--- src/rtl/spi_ram_pkg.sv ---
// rtl/spi_ram_pkg.sv - shared types and constants for the SPI RAM slave controller
package spi_ram_pkg;

    localparam int DEF_ADDR_SIZE = 8;
    localparam int WORD_W        = DEF_ADDR_SIZE + 2;

    localparam logic [2:0] ST_IDLE      = 3'd0;
    localparam logic [2:0] ST_CHK_CMD   = 3'd1;
    localparam logic [2:0] ST_WRITE     = 3'd2;
    localparam logic [2:0] ST_READ_ADD  = 3'd3;
    localparam logic [2:0] ST_READ_DATA = 3'd4;

    typedef enum logic [2:0] {
        IDLE      = ST_IDLE,
        CHK_CMD   = ST_CHK_CMD,
        WRITE     = ST_WRITE,
        READ_ADD  = ST_READ_ADD,
        READ_DATA = ST_READ_DATA
    } state_t;

    localparam logic [1:0] OP_WR_ADDR = 2'b00;
    localparam logic [1:0] OP_WR_DATA = 2'b01;
    localparam logic [1:0] OP_RD_ADDR = 2'b10;
    localparam logic [1:0] OP_RD_DATA = 2'b11;

endpackage

--- src/rtl/spi_ram_slave_ctrl_if.sv ---
// rtl/spi_ram_slave_ctrl_if.sv - SPI pins plus RAM command/reply port
interface spi_ram_slave_ctrl_if #(
    parameter int ADDR_SIZE = 8
);
    logic                   SS_n;
    logic                   MOSI;
    logic                   MISO;
    logic [ADDR_SIZE+1:0]   rx_data;
    logic                   rx_valid;
    logic [ADDR_SIZE-1:0]   tx_data;
    logic                   tx_valid;

    // Controller side: consumes the pins and the RAM reply, drives the RAM command
    modport slave (
        input  SS_n,
        input  MOSI,
        output MISO,
        output rx_data,
        output rx_valid,
        input  tx_data,
        input  tx_valid
    );

    // SPI master and RAM side as seen from outside the controller
    modport master (
        output SS_n,
        output MOSI,
        input  MISO,
        input  rx_data,
        input  rx_valid,
        output tx_data,
        output tx_valid
    );
endinterface

--- src/rtl/spi_tx_serializer.sv ---
// rtl/spi_tx_serializer.sv - load/shift register driving MISO MSB-first
module spi_tx_serializer #(
    parameter int ADDR_SIZE = 8
) (
    input  logic                 clk,
    input  logic                 rst_n,
    input  logic                 clr,
    input  logic                 load,
    input  logic                 en,
    input  logic [ADDR_SIZE-1:0] din,
    output logic                 MISO,
    output logic                 busy
);
    localparam int CW = (ADDR_SIZE > 2) ? $clog2(ADDR_SIZE) : 1;

    logic [ADDR_SIZE-1:0] sh;
    logic [CW-1:0]        cnt;

    // MSB goes out on the load edge; the remaining bits follow one per cycle, then MISO parks at 0
    always_ff @(posedge clk) begin
        if (!rst_n || clr) begin
            sh   <= '0;
            cnt  <= '0;
            MISO <= 1'b0;
        end else if (load) begin
            MISO <= din[ADDR_SIZE-1];
            sh   <= {din[ADDR_SIZE-2:0], 1'b0};
            cnt  <= CW'(ADDR_SIZE - 1);
        end else if (en) begin
            if (cnt != '0) begin
                MISO <= sh[ADDR_SIZE-1];
                sh   <= {sh[ADDR_SIZE-2:0], 1'b0};
                cnt  <= cnt - 1'b1;
            end else begin
                MISO <= 1'b0;
            end
        end
    end

    assign busy = (cnt != '0);

endmodule

--- src/rtl/spi_ram_slave_ctrl.sv ---
// rtl/spi_ram_slave_ctrl.sv - SPI slave that deserialises RAM commands and returns read data
module spi_ram_slave_ctrl
    import spi_ram_pkg::*;
#(
    parameter int ADDR_SIZE = DEF_ADDR_SIZE
) (
    input  logic                 clk,
    input  logic                 rst_n,
    spi_ram_slave_ctrl_if.slave  bus
);
    localparam int W     = ADDR_SIZE + 2;
    localparam int CNT_W = $clog2(W + 1);
    localparam logic [CNT_W-1:0] CNT_FULL = CNT_W'(W);
    localparam logic [CNT_W-1:0] CNT_LAST = CNT_W'(W - 1);

    state_t           state;
    state_t           next_state;
    logic [CNT_W-1:0] bit_cnt;
    logic [W-2:0]     rx_sh;
    logic [W-1:0]     rx_data_q;
    logic             rx_valid_q;
    logic             rd_addr_rcvd;
    logic             tx_loaded;
    logic             tx_load;
    logic             tx_busy;
    logic             miso_w;
    logic             in_word_state;

    assign in_word_state = (state == WRITE) || (state == READ_ADD) || (state == READ_DATA);

    // A reply is accepted once per frame, only after the rd-data word has fully arrived
    assign tx_load = !bus.SS_n && (state == READ_DATA) && (bit_cnt == CNT_FULL)
                     && bus.tx_valid && !tx_loaded && !tx_busy;

    // State register
    always_ff @(posedge clk) begin
        if (!rst_n) begin
            state <= IDLE;
        end else begin
            state <= next_state;
        end
    end

    // Next-state: first MOSI bit picks the branch, rd_addr_rcvd splits reads into addr/data
    always_comb begin
        next_state = state;
        case (state)
            IDLE: begin
                if (!bus.SS_n) next_state = CHK_CMD;
            end
            CHK_CMD: begin
                if (bus.SS_n)          next_state = IDLE;
                else if (!bus.MOSI)    next_state = WRITE;
                else if (rd_addr_rcvd) next_state = READ_DATA;
                else                   next_state = READ_ADD;
            end
            WRITE, READ_ADD, READ_DATA: begin
                if (bus.SS_n) next_state = IDLE;
            end
            default: next_state = IDLE;
        endcase
    end

    // Receive shifter, word strobe and read-address tracking; deselect drops any partial word
    always_ff @(posedge clk) begin
        if (!rst_n) begin
            bit_cnt      <= '0;
            rx_sh        <= '0;
            rx_data_q    <= '0;
            rx_valid_q   <= 1'b0;
            rd_addr_rcvd <= 1'b0;
            tx_loaded    <= 1'b0;
        end else if (bus.SS_n) begin
            bit_cnt    <= '0;
            rx_sh      <= '0;
            rx_valid_q <= 1'b0;
            tx_loaded  <= 1'b0;
        end else begin
            rx_valid_q <= 1'b0;
            if (tx_load) tx_loaded <= 1'b1;
            if (state == CHK_CMD) begin
                rx_sh   <= {{(W-2){1'b0}}, bus.MOSI};
                bit_cnt <= CNT_W'(1);
            end else if (in_word_state && (bit_cnt < CNT_FULL)) begin
                rx_sh   <= {rx_sh[W-3:0], bus.MOSI};
                bit_cnt <= bit_cnt + 1'b1;
                if (bit_cnt == CNT_LAST) begin
                    rx_data_q  <= {rx_sh, bus.MOSI};
                    rx_valid_q <= 1'b1;
                    if (state == READ_ADD)  rd_addr_rcvd <= 1'b1;
                    if (state == READ_DATA) rd_addr_rcvd <= 1'b0;
                end
            end
        end
    end

    spi_tx_serializer #(.ADDR_SIZE(ADDR_SIZE)) u_tx (
        .clk   (clk),
        .rst_n (rst_n),
        .clr   (bus.SS_n),
        .load  (tx_load),
        .en    (state == READ_DATA),
        .din   (bus.tx_data),
        .MISO  (miso_w),
        .busy  (tx_busy)
    );

    assign bus.MISO     = miso_w;
    assign bus.rx_data  = rx_data_q;
    assign bus.rx_valid = rx_valid_q;

endmodule

--- src/flat_wrapper.sv ---
// flat-port wrapper written by rule: the top's interface ports become plain ports
module spi_ram_slave_ctrl_flat import spi_ram_pkg::*;
#(
    parameter int ADDR_SIZE = DEF_ADDR_SIZE
)
  (clk, rst_n, bus_SS_n, bus_MOSI, bus_MISO, bus_rx_data, bus_rx_valid, bus_tx_data, bus_tx_valid);
  spi_ram_slave_ctrl_if #(.ADDR_SIZE(ADDR_SIZE)) bus_i ();
  input  logic clk;
  input  logic rst_n;
  input wire logic [$bits(bus_i.SS_n)-1:0] bus_SS_n;
  input wire logic [$bits(bus_i.MOSI)-1:0] bus_MOSI;
  output wire logic [$bits(bus_i.MISO)-1:0] bus_MISO;
  output wire logic [$bits(bus_i.rx_data)-1:0] bus_rx_data;
  output wire logic [$bits(bus_i.rx_valid)-1:0] bus_rx_valid;
  input wire logic [$bits(bus_i.tx_data)-1:0] bus_tx_data;
  input wire logic [$bits(bus_i.tx_valid)-1:0] bus_tx_valid;
  assign bus_i.SS_n = bus_SS_n;
  assign bus_i.MOSI = bus_MOSI;
  assign bus_MISO = bus_i.MISO;
  assign bus_rx_data = bus_i.rx_data;
  assign bus_rx_valid = bus_i.rx_valid;
  assign bus_i.tx_data = bus_tx_data;
  assign bus_i.tx_valid = bus_tx_valid;
  spi_ram_slave_ctrl #(.ADDR_SIZE(ADDR_SIZE)) u_core (.clk(clk), .rst_n(rst_n), .bus(bus_i));
endmodule
--- config.mk ---
export PLATFORM = sky130hd
export DESIGN_NAME = spi_ram_slave_ctrl_flat
export DESIGN_NICKNAME = d
export VERILOG_FILES = /design/src/rtl/spi_ram_pkg.sv /design/src/rtl/spi_ram_slave_ctrl_if.sv /design/src/rtl/spi_tx_serializer.sv /design/src/rtl/spi_ram_slave_ctrl.sv /design/src/flat_wrapper.sv
export SDC_FILE = /design/constraint.sdc
export NUM_CORES = 1
export LEC_CHECK = 0
export ABC_AREA = 0
export CAP_MARGIN = 20
export CELL_PAD_IN_SITES_DETAIL_PLACEMENT = 1
export CELL_PAD_IN_SITES_GLOBAL_PLACEMENT = 1
export CORE_ASPECT_RATIO = 0.6
export CORE_UTILIZATION = 41
export CTS_CLUSTER_DIAMETER = 40
export CTS_CLUSTER_SIZE = 25
export DETAILED_ROUTE_END_ITERATION = 7
export HOLD_SLACK_MARGIN = 0.08
export PLACE_DENSITY_LB_ADDON = 0.15
export SETUP_SLACK_MARGIN = 0.1
export SYNTH_ARGS = -nofsm -noshare
export SYNTH_HDL_FRONTEND = slang
export SYNTH_HIERARCHICAL = 1
export SYNTH_SLANG_ARGS = --single-unit
--- constraint.sdc ---
create_clock -name clk -period 2.6 [get_ports clk]
set_input_delay 0.39 -clock clk [delete_from_list [all_inputs] [get_ports clk]]
set_output_delay 0.39 -clock clk [all_outputs]
set_load 0.01 [all_outputs]
Yosys cells after proc, flatten, opt, wreduce, memory -nomap -nowiden
Cells that the tools add are included.
{"block": "totals", "wordCells": 76, "output_inout_bits": 12, "ff_bits": 40}
{"block": "op_classes", "reduce_logical": 27, "muxes": 22, "add_sub_neg": 2, "eq_ne": 8, "bitwise": 4, "n_lt_le_gt_ge": 1}
{"operator": "2-to-1 mux 3 bit", "n": 8}
{"operator": "2-to-1 mux 8 bit", "n": 3}
{"operator": "2-to-1 mux 1 bit", "n": 10}
{"operator": "case mux 3 bit (3 select lines)", "n": 1}
{"operator": "equality test 4 bit (second input constant)", "n": 2}
{"operator": "nonzero test 2 bit", "n": 4}
{"operator": "equality test 3 x 2 -> 1 bit (second input constant)", "n": 2}
{"operator": "logical AND 1 bit", "n": 6}
{"operator": "OR reduction 3 bit", "n": 2}
{"operator": "AND reduction 5 bit", "n": 1}
{"operator": "adder 4 x 1 -> 4 bit (second input constant)", "n": 1}
{"operator": "zero test 1 bit", "n": 4}
{"operator": "< comparator 4 bit (second input constant)", "n": 1}
{"operator": "!= test 2 bit (second input constant)", "n": 2}
{"operator": "NOT 1 bit", "n": 4}
{"operator": "AND reduction 2 bit", "n": 2}
{"operator": "AND reduction 4 bit", "n": 1}
{"operator": "OR reduction 4 bit", "n": 1}
{"operator": "equality test 3 x 1 -> 1 bit (second input constant)", "n": 1}
{"operator": "equality test 3 bit (second input constant)", "n": 1}
{"operator": "zero test 3 bit", "n": 1}
{"operator": "logical OR 1 bit", "n": 3}
{"operator": "nonzero test 3 bit", "n": 1}
{"operator": "subtractor 3 x 1 -> 3 bit (second input constant)", "n": 1}
{"operator": "OR reduction 2 bit", "n": 1}

Longest topological paths before layout
{"block": "depth", "ltp_word": 8, "mapped_depth": 10, "mapped_depth_nobuf": 8}

Modules after synthesis
Netlist, hierarchy kept.
{"module": "spi_ram_slave_ctrl", "n_inst": 1, "area_each_um2": 1333.8, "seq_area_each_um2": 580.6, "cells_per_inst": 147}
{"module": "spi_tx_serializer", "n_inst": 1, "area_each_um2": 578.1, "seq_area_each_um2": 220.2, "cells_per_inst": 65}

Worst setup path before layout
Ideal clock, no wire load.
{"block": "synth_timing", "kind": "reg2reg", "startpoint": "reg u_core.u_tx.cnt[0]", "endpoint": "reg u_core.u_tx.sh[4]", "slack_ns": 0.512, "t_arrival_ns": 2.002, "path_stages_with_launch": 11, "path_cell_list": "dfxtp_1 inv_1 ha_1 nand2b_4 buf_4 or4_4 nor2_1 buf_4 nor2_1 a21boi_0 a211oi_1"}
{"block": "synth_via", "elab_chain_cells": 5, "elab_cells_between_ends": 7, "classes_between": "mux (1); reduce/logical (6)"}
{"element": "from (decl)", "line_no": "spi_tx_serializer.sv:17", "rtl": "logic [CW-1:0] cnt;"}
{"element": "from (signal assigned)", "line_no": "spi_tx_serializer.sv:28", "rtl": "cnt <= CW'(ADDR_SIZE - 1);"}
{"element": "from (signal assigned)", "line_no": "spi_tx_serializer.sv:33", "rtl": "cnt <= cnt - 1'b1;"}
{"element": "nonzero test 3 bit (*)", "line_no": "spi_tx_serializer.sv:40", "rtl": "assign busy = (cnt != '0);"}
{"element": "named net u_core.tx_busy", "line_no": "spi_ram_slave_ctrl.sv:25", "rtl": "logic tx_busy;"}
{"element": "zero test 1 bit (*)", "line_no": "spi_ram_slave_ctrl.sv:33", "rtl": "&& bus.tx_valid && !tx_loaded && !tx_busy;"}
{"element": "logical AND 1 bit (*)", "line_no": "spi_ram_slave_ctrl.sv:33"}
{"element": "named net u_core.tx_load", "line_no": "spi_ram_slave_ctrl.sv:24", "rtl": "logic tx_load;"}
{"element": "nonzero test 2 bit (no source line)"}
{"element": "AND reduction 2 bit (no source line)"}
{"element": "to (signal assigned)", "line_no": "spi_tx_serializer.sv:27", "rtl": "sh <= {din[ADDR_SIZE-2:0], 1'b0};"}
{"element": "to (signal assigned)", "line_no": "spi_tx_serializer.sv:32", "rtl": "sh <= {sh[ADDR_SIZE-2:0], 1'b0};"}
{"element": "to (decl)", "line_no": "spi_tx_serializer.sv:16", "rtl": "logic [ADDR_SIZE-1:0] sh;"}
The timed path passes the listed nets; every way through them passes the cells marked *.
A chain may end at the register's enable or synchronous reset.

Worst setup path in the final report
{"block": "layout_timing", "startpoint": "reg u_core.state[1]", "endpoint": "reg u_core.u_tx.sh[6]"}
{"block": "layout_via", "elab_chain_cells": 8, "elab_cells_between_ends": 10, "classes_between": "eq/ne (1); mux (1); reduce/logical (8)"}
{"element": "from (decl)", "line_no": "spi_ram_slave_ctrl.sv:16", "rtl": "state_t state;"}
{"element": "from (signal assigned)", "line_no": "spi_ram_slave_ctrl.sv:40", "rtl": "state <= next_state;"}
{"element": "equality test 3 bit (*)", "line_no": "spi_ram_slave_ctrl.sv:32", "rtl": "assign tx_load = !bus.SS_n && (state == READ_DATA) && (bit_cnt == CNT_FULL)"}
{"element": "logical AND 1 bit (*) (2 in a row)", "line_no": "spi_ram_slave_ctrl.sv:32"}
{"element": "logical AND 1 bit (*) (3 in a row)", "line_no": "spi_ram_slave_ctrl.sv:33"}
{"element": "named net u_core.tx_load", "line_no": "spi_ram_slave_ctrl.sv:24"}
{"element": "nonzero test 2 bit (no source line)"}
{"element": "AND reduction 2 bit (no source line)"}
Marks and branches as above.

==> summary by stage <==
Critical path
Along the worst path, the maximum fanout reaches 12. STA puts the critical path data required time at between 2 and 3 ns. Traced cell by cell, the critical path runs through or3b_4 -> or4_4 -> nor2_1 -> buf_4 -> nor2_1 -> a21boi_0 -> a211oi_1. The sort of element at the end of the critical path is a flip-flop. The worst setup path is of the flip-flop to flip-flop kind. Counting cells, the worst reg-to-reg path comes to 7. For the worst setup path, the data arrival time is about 2.5 ns. For this design, the slowest cell found on the critical path is sky130_fd_sc_hd__or4_4.

Counting stages on the worst path, the most repeated cell is sky130_fd_sc_hd__nor2_1. The register-to-register path setup slack is 0.32 ns. The worst register-to-register path ends at u_core/u_tx/sh[6]$_SDFFE_PP0P_. In this run the critical register-to-register path is launched from u_core/state[1]$_SDFFE_PN0P_. The worst setup path is launched from a flip-flop.

In this design, the stage delay of the slowest critical-path cell is between 0.5 and 0.6 ns. The critical path endpoint is u_core/u_tx/sh[6]$_SDFFE_PP0P_. The beginning of the critical path is u_core/state[1]$_SDFFE_PN0P_.

Floorplan
The area of the die is 0.00495 sq mm. The initial core utilization is approximately 45%. The floorplan step set the die width to 90.2 microns. 25 I/O pins were placed. The die is 54.9 microns tall. The area of the core is approximately 0.0043 sq mm. After floorplanning, the core was divided into 18 placement rows.

Timing
The slew at the pin with the worst max-slew slack is ~0.51 ns. The fraction of the cycle the final worst path needs is 87.9%. For this run, the top clock speed supported by timing is 0.438 GHz. The number of pins with negative max-slew slack in the final report is 0.

For the final database, setup skew stands at roughly 0.0046 ns. Setup slack closes at roughly 0.32 ns. The final-report setup violation count is 0. In this run the tightest slew margin relative to its limit is 66.2%. The final setup TNS is 0 ns. The number of hold violations in the final report is 0.

The worst path in the final design needs a cycle of roughly 2.3 ns, including I/O delays and setup. Setup repair after global routing left no endpoint under its margin.

Yosys
The part of the Yosys area used for sequential elements is about two fifths. The register bit count reported by yosys is 40. After synthesis, the mean cell area works out to about 9 sq um. Synthesis produced approximately 210 cells.

Synthesis produced a netlist with a net count of 230. The count of synthesis-stage warnings from yosys is 6. Counting distinct cell types in the post-synthesis netlist gives 39.

The cell area after technology mapping is 0.00191 sq mm.

Clocking
The number of hold buffers added after CTS was 0. The number of CTS-inserted buffers is 5. TritonCTS built the clock tree. The number of instances resized during post-cts repair is 0. The number of sinks driven by the clock tree is 40. Buffers added to address setup during post-CTS repair amount to 0. The clock latency reported for the late side of the worst-skew pair is approximately 0.29 ns. CTS placed an instance of sky130_fd_sc_hd__clkbuf_8 at the clock tree root. The H-tree generated during clock tree synthesis spans 2 levels.

The post-CTS clock slew at the launch and capture registers of the worst setup and hold paths is 0.07 ns. The maximum clock insertion buffer count is 2.

GRT
The initial antenna violation count is 0. The total grt overflow is 0. The number of global-route vias before repair is 1565. Global routing used between 20 and 25% of the available tracks across all layers. Entering global routing, the biggest net connects 23 pins. The first-pass GRT wire length is approximately 7600 microns.

Pwr
The worst ir drop on vdd is between 0.2 and 0.3 mV. The part of the total power dissipated in combinational logic is under 10%. The clock network fraction of design power is a little over a third. The total net switching power is approximately 0.25 mW. Of the total power, registers draw 57.5%. The switching share of power is roughly 23%.

The internal portion of the total power is 0.833 mW. Dividing total power by cell area gives a power density of around 470 mW/mm^2. The cell leakage power is approximately 0.77 nW.

The completed layout was analyzed and its total power is around 1.1 mW.

Run
Across the run, the number of max-cap violations was 0.

Finish
Compared with the post-synthesis result, the final layout area differs by 19.6%. After the last flow step, the layout net total stands at about 260. Leaving out filler cells and counting taps, the final layout contains approximately 300. The number of antenna diodes in the final layout is 0.

In the final layout, the share of cells above drive strength 1 is about a tenth.

Routing
The via total after detailed routing is 1562. The detailed router's first-iteration violation count is 58. The average via count per standard cell is about 5.3. The first-pass iteration count of the detailed router is 4. The per-cell routed wire length is around 15 microns. After detailed routing, the number of remaining DRC violations is 0. The number of nets still failing antenna checks after routing is 0.

The routed wire length is about 4500 microns.

Placement
The worst-case setup slack after placement is roughly 0.084 ns. The congestion estimate from routability-driven global placement came to 0.799. The wire-length estimate of the detail-placed layout is ~3400 microns.

Input and output buffers added on the ports amount to 24. Including well taps, the total number of placed cells is 290.

Hold path
The worst hold path begins at u_core/bus.rx_data[2]$_SDFFE_PN0P_. The type of the worst min-delay path is flip-flop to flip-flop.

Status
The run finished with clean final reports.
[worst min path at each step]
stage                                               to  depth (start not counted)
floorplan                u_core/tx_loaded$_SDFFE_PP0P_                          2
global placement    u_core/bus.rx_data[0]$_SDFFE_PN0P_                          2
detailed placement  u_core/bus.rx_data[8]$_SDFFE_PN0P_                          2
CTS                      u_core/tx_loaded$_SDFFE_PP0P_                          2
global route             u_core/tx_loaded$_SDFFE_PP0P_                          2
finish              u_core/bus.rx_data[2]$_SDFFE_PN0P_                          2
[routing by layer]
layer | share of wire [%] | track usage (%) | vias to the layer above
met5 | 0 | 0 | -
met4 | 1.1 | 6.72 | 0
met3 | 2.8 | 4.64 | 7
met2 | 42 | 32.7 | 17
met1 | 54 | 27.0 | 741
li1 | - | - | 797
[through the flow]
stage	hold WS (ns)	area [sq um]	utilization, %
after floorplan	0.432	1910	-
after global placement	0.442	2210	51.6
after detailed placement	0.451	2210	51.6
after CTS	0.465	2290	53.4
after global routing	0.477	2290	53.4
final	0.463	2290	53.4
[cell usage in the layout (no fill, tap or decap), drive strengths merged]
cell	Yosys	final
a311oi	1	1
o2bb2ai	1	1
and3	1	1
a211o	1	1
nor2b	4	4
dfxtp	40	40
mux2i	21	21
a2111oi	1	1
nand2b	5	5
o31ai	2	2
nor3	1	1
clkbuf	4	6
a21boi	5	5
and2	3	3
clkinv	0	1
buf	10	8
a211oi	13	13
clkdlybuf4s50	0	24
or3	1	1
a21o	1	1
o21ai	11	11
o211ai	2	2
nand3b	2	2
a21oi	6	6
nor2	11	11
nand3	13	13
inv	11	11
or3b	3	3
nand2	26	26
a31oi	3	3
or4	2	2
o21a	2	2
ha	5	5
[critical path: cells and delay by family (launching register included)]
kind | cells | cell delay (ns)
AND/OR/NAND/NOR | 4 | 1.26
flip-flops | 1 | 0.42
AO/OA/AOI/OAI | 2 | 0.33
buffers and inverters | 1 | 0.19
[flip-flops by register name (all words and copies together), names as in the netlist]
| signal | cells |
|---|---|
| u_core/state | 3 |
| u_core/rx_sh | 9 |
| u_core/bus.rx_data | 10 |
| u_core/bit_cnt | 4 |
| u_core/u_tx/sh | 7 |
| u_core/tx_loaded | 1 |
| u_core/u_tx/MISO | 1 |
| u_core/bus.rx_valid | 1 |
| u_core/u_tx/cnt | 3 |
| u_core/rd_addr_rcvd | 1 |
[logic make-up after synthesis]
family / count (synthesis) / share of synthesized area (%)
simple gates: 72 / 19.4
compound gates: 49 / 18.1
flops: 40 / 41.9
buf+inv: 25 / 6.28
mux: 21 / 11.0
fa+ha+maj: 5 / 3.27
[Yosys cell counts]
| master | n | share of area, % |
|---|---|---|
| sky130_fd_sc_hd__and2_1 | 2 | 0.65 |
| sky130_fd_sc_hd__buf_6 | 1 | 0.59 |
| sky130_fd_sc_hd__o2bb2ai_1 | 1 | 0.46 |
| sky130_fd_sc_hd__o21a_1 | 2 | 0.79 |
| sky130_fd_sc_hd__a2111oi_0 | 1 | 0.46 |
| sky130_fd_sc_hd__a21boi_0 | 5 | 2.0 |
| sky130_fd_sc_hd__a31oi_1 | 3 | 0.98 |
| sky130_fd_sc_hd__nand2b_4 | 1 | 0.72 |
| sky130_fd_sc_hd__a211oi_1 | 11 | 4.3 |
| sky130_fd_sc_hd__o31ai_1 | 2 | 0.79 |
| sky130_fd_sc_hd__a211o_1 | 1 | 0.46 |
| sky130_fd_sc_hd__or4_4 | 1 | 0.59 |
| sky130_fd_sc_hd__and2_4 | 1 | 0.46 |
| sky130_fd_sc_hd__or3_1 | 1 | 0.33 |
| sky130_fd_sc_hd__nand2_1 | 26 | 5.1 |
| sky130_fd_sc_hd__or4_1 | 1 | 0.39 |
| sky130_fd_sc_hd__clkbuf_1 | 4 | 0.79 |
| sky130_fd_sc_hd__a211oi_2 | 2 | 1.3 |
| sky130_fd_sc_hd__ha_1 | 5 | 3.3 |
| sky130_fd_sc_hd__nor2_1 | 11 | 2.2 |
| sky130_fd_sc_hd__buf_2 | 6 | 1.6 |
| sky130_fd_sc_hd__inv_1 | 11 | 2.2 |
| sky130_fd_sc_hd__dfxtp_1 | 40 | 42 |
| sky130_fd_sc_hd__nand2b_1 | 4 | 1.3 |
| sky130_fd_sc_hd__a21o_1 | 1 | 0.39 |
| sky130_fd_sc_hd__o211ai_1 | 2 | 0.79 |
| sky130_fd_sc_hd__or3b_4 | 2 | 1.2 |
| sky130_fd_sc_hd__o21ai_0 | 11 | 2.9 |
| sky130_fd_sc_hd__nand3b_1 | 2 | 0.79 |
| sky130_fd_sc_hd__a21oi_2 | 1 | 0.46 |
| sky130_fd_sc_hd__and3_1 | 1 | 0.33 |
| sky130_fd_sc_hd__nor2b_1 | 4 | 1.3 |
| sky130_fd_sc_hd__or3b_2 | 1 | 0.46 |
| sky130_fd_sc_hd__a21oi_1 | 5 | 1.3 |
| sky130_fd_sc_hd__a311oi_2 | 1 | 0.79 |
| sky130_fd_sc_hd__buf_4 | 3 | 1.2 |
| sky130_fd_sc_hd__mux2i_1 | 21 | 11 |
| sky130_fd_sc_hd__nand3_1 | 13 | 3.4 |
| sky130_fd_sc_hd__nor3_1 | 1 | 0.26 |
[area by class of cell]
class	count	area, sq um
multi-input cells	147	991
flip-flops and latches	40	801
inverters	11	41.3
well taps	60	75.1
clock buffers	6	72.6
clock inverters	1	5.00
fillers	500	1990
repair buffers	32	300
[power groups by stage]
stage / Sequential, mW / Combinational, mW / Clock [mW]
final: 0.623 / 0.0732 / 0.388
after global routing: 0.624 / 0.0796 / 0.432
after CTS: 0.623 / 0.0730 / 0.398
after detailed placement: 0.637 / 0.0728 / 0
after global placement: 0.637 / 0.0696 / 0
after floorplan: 0.634 / 0.0415 / 0
Note: power is estimated with default switching activity, not from simulation.
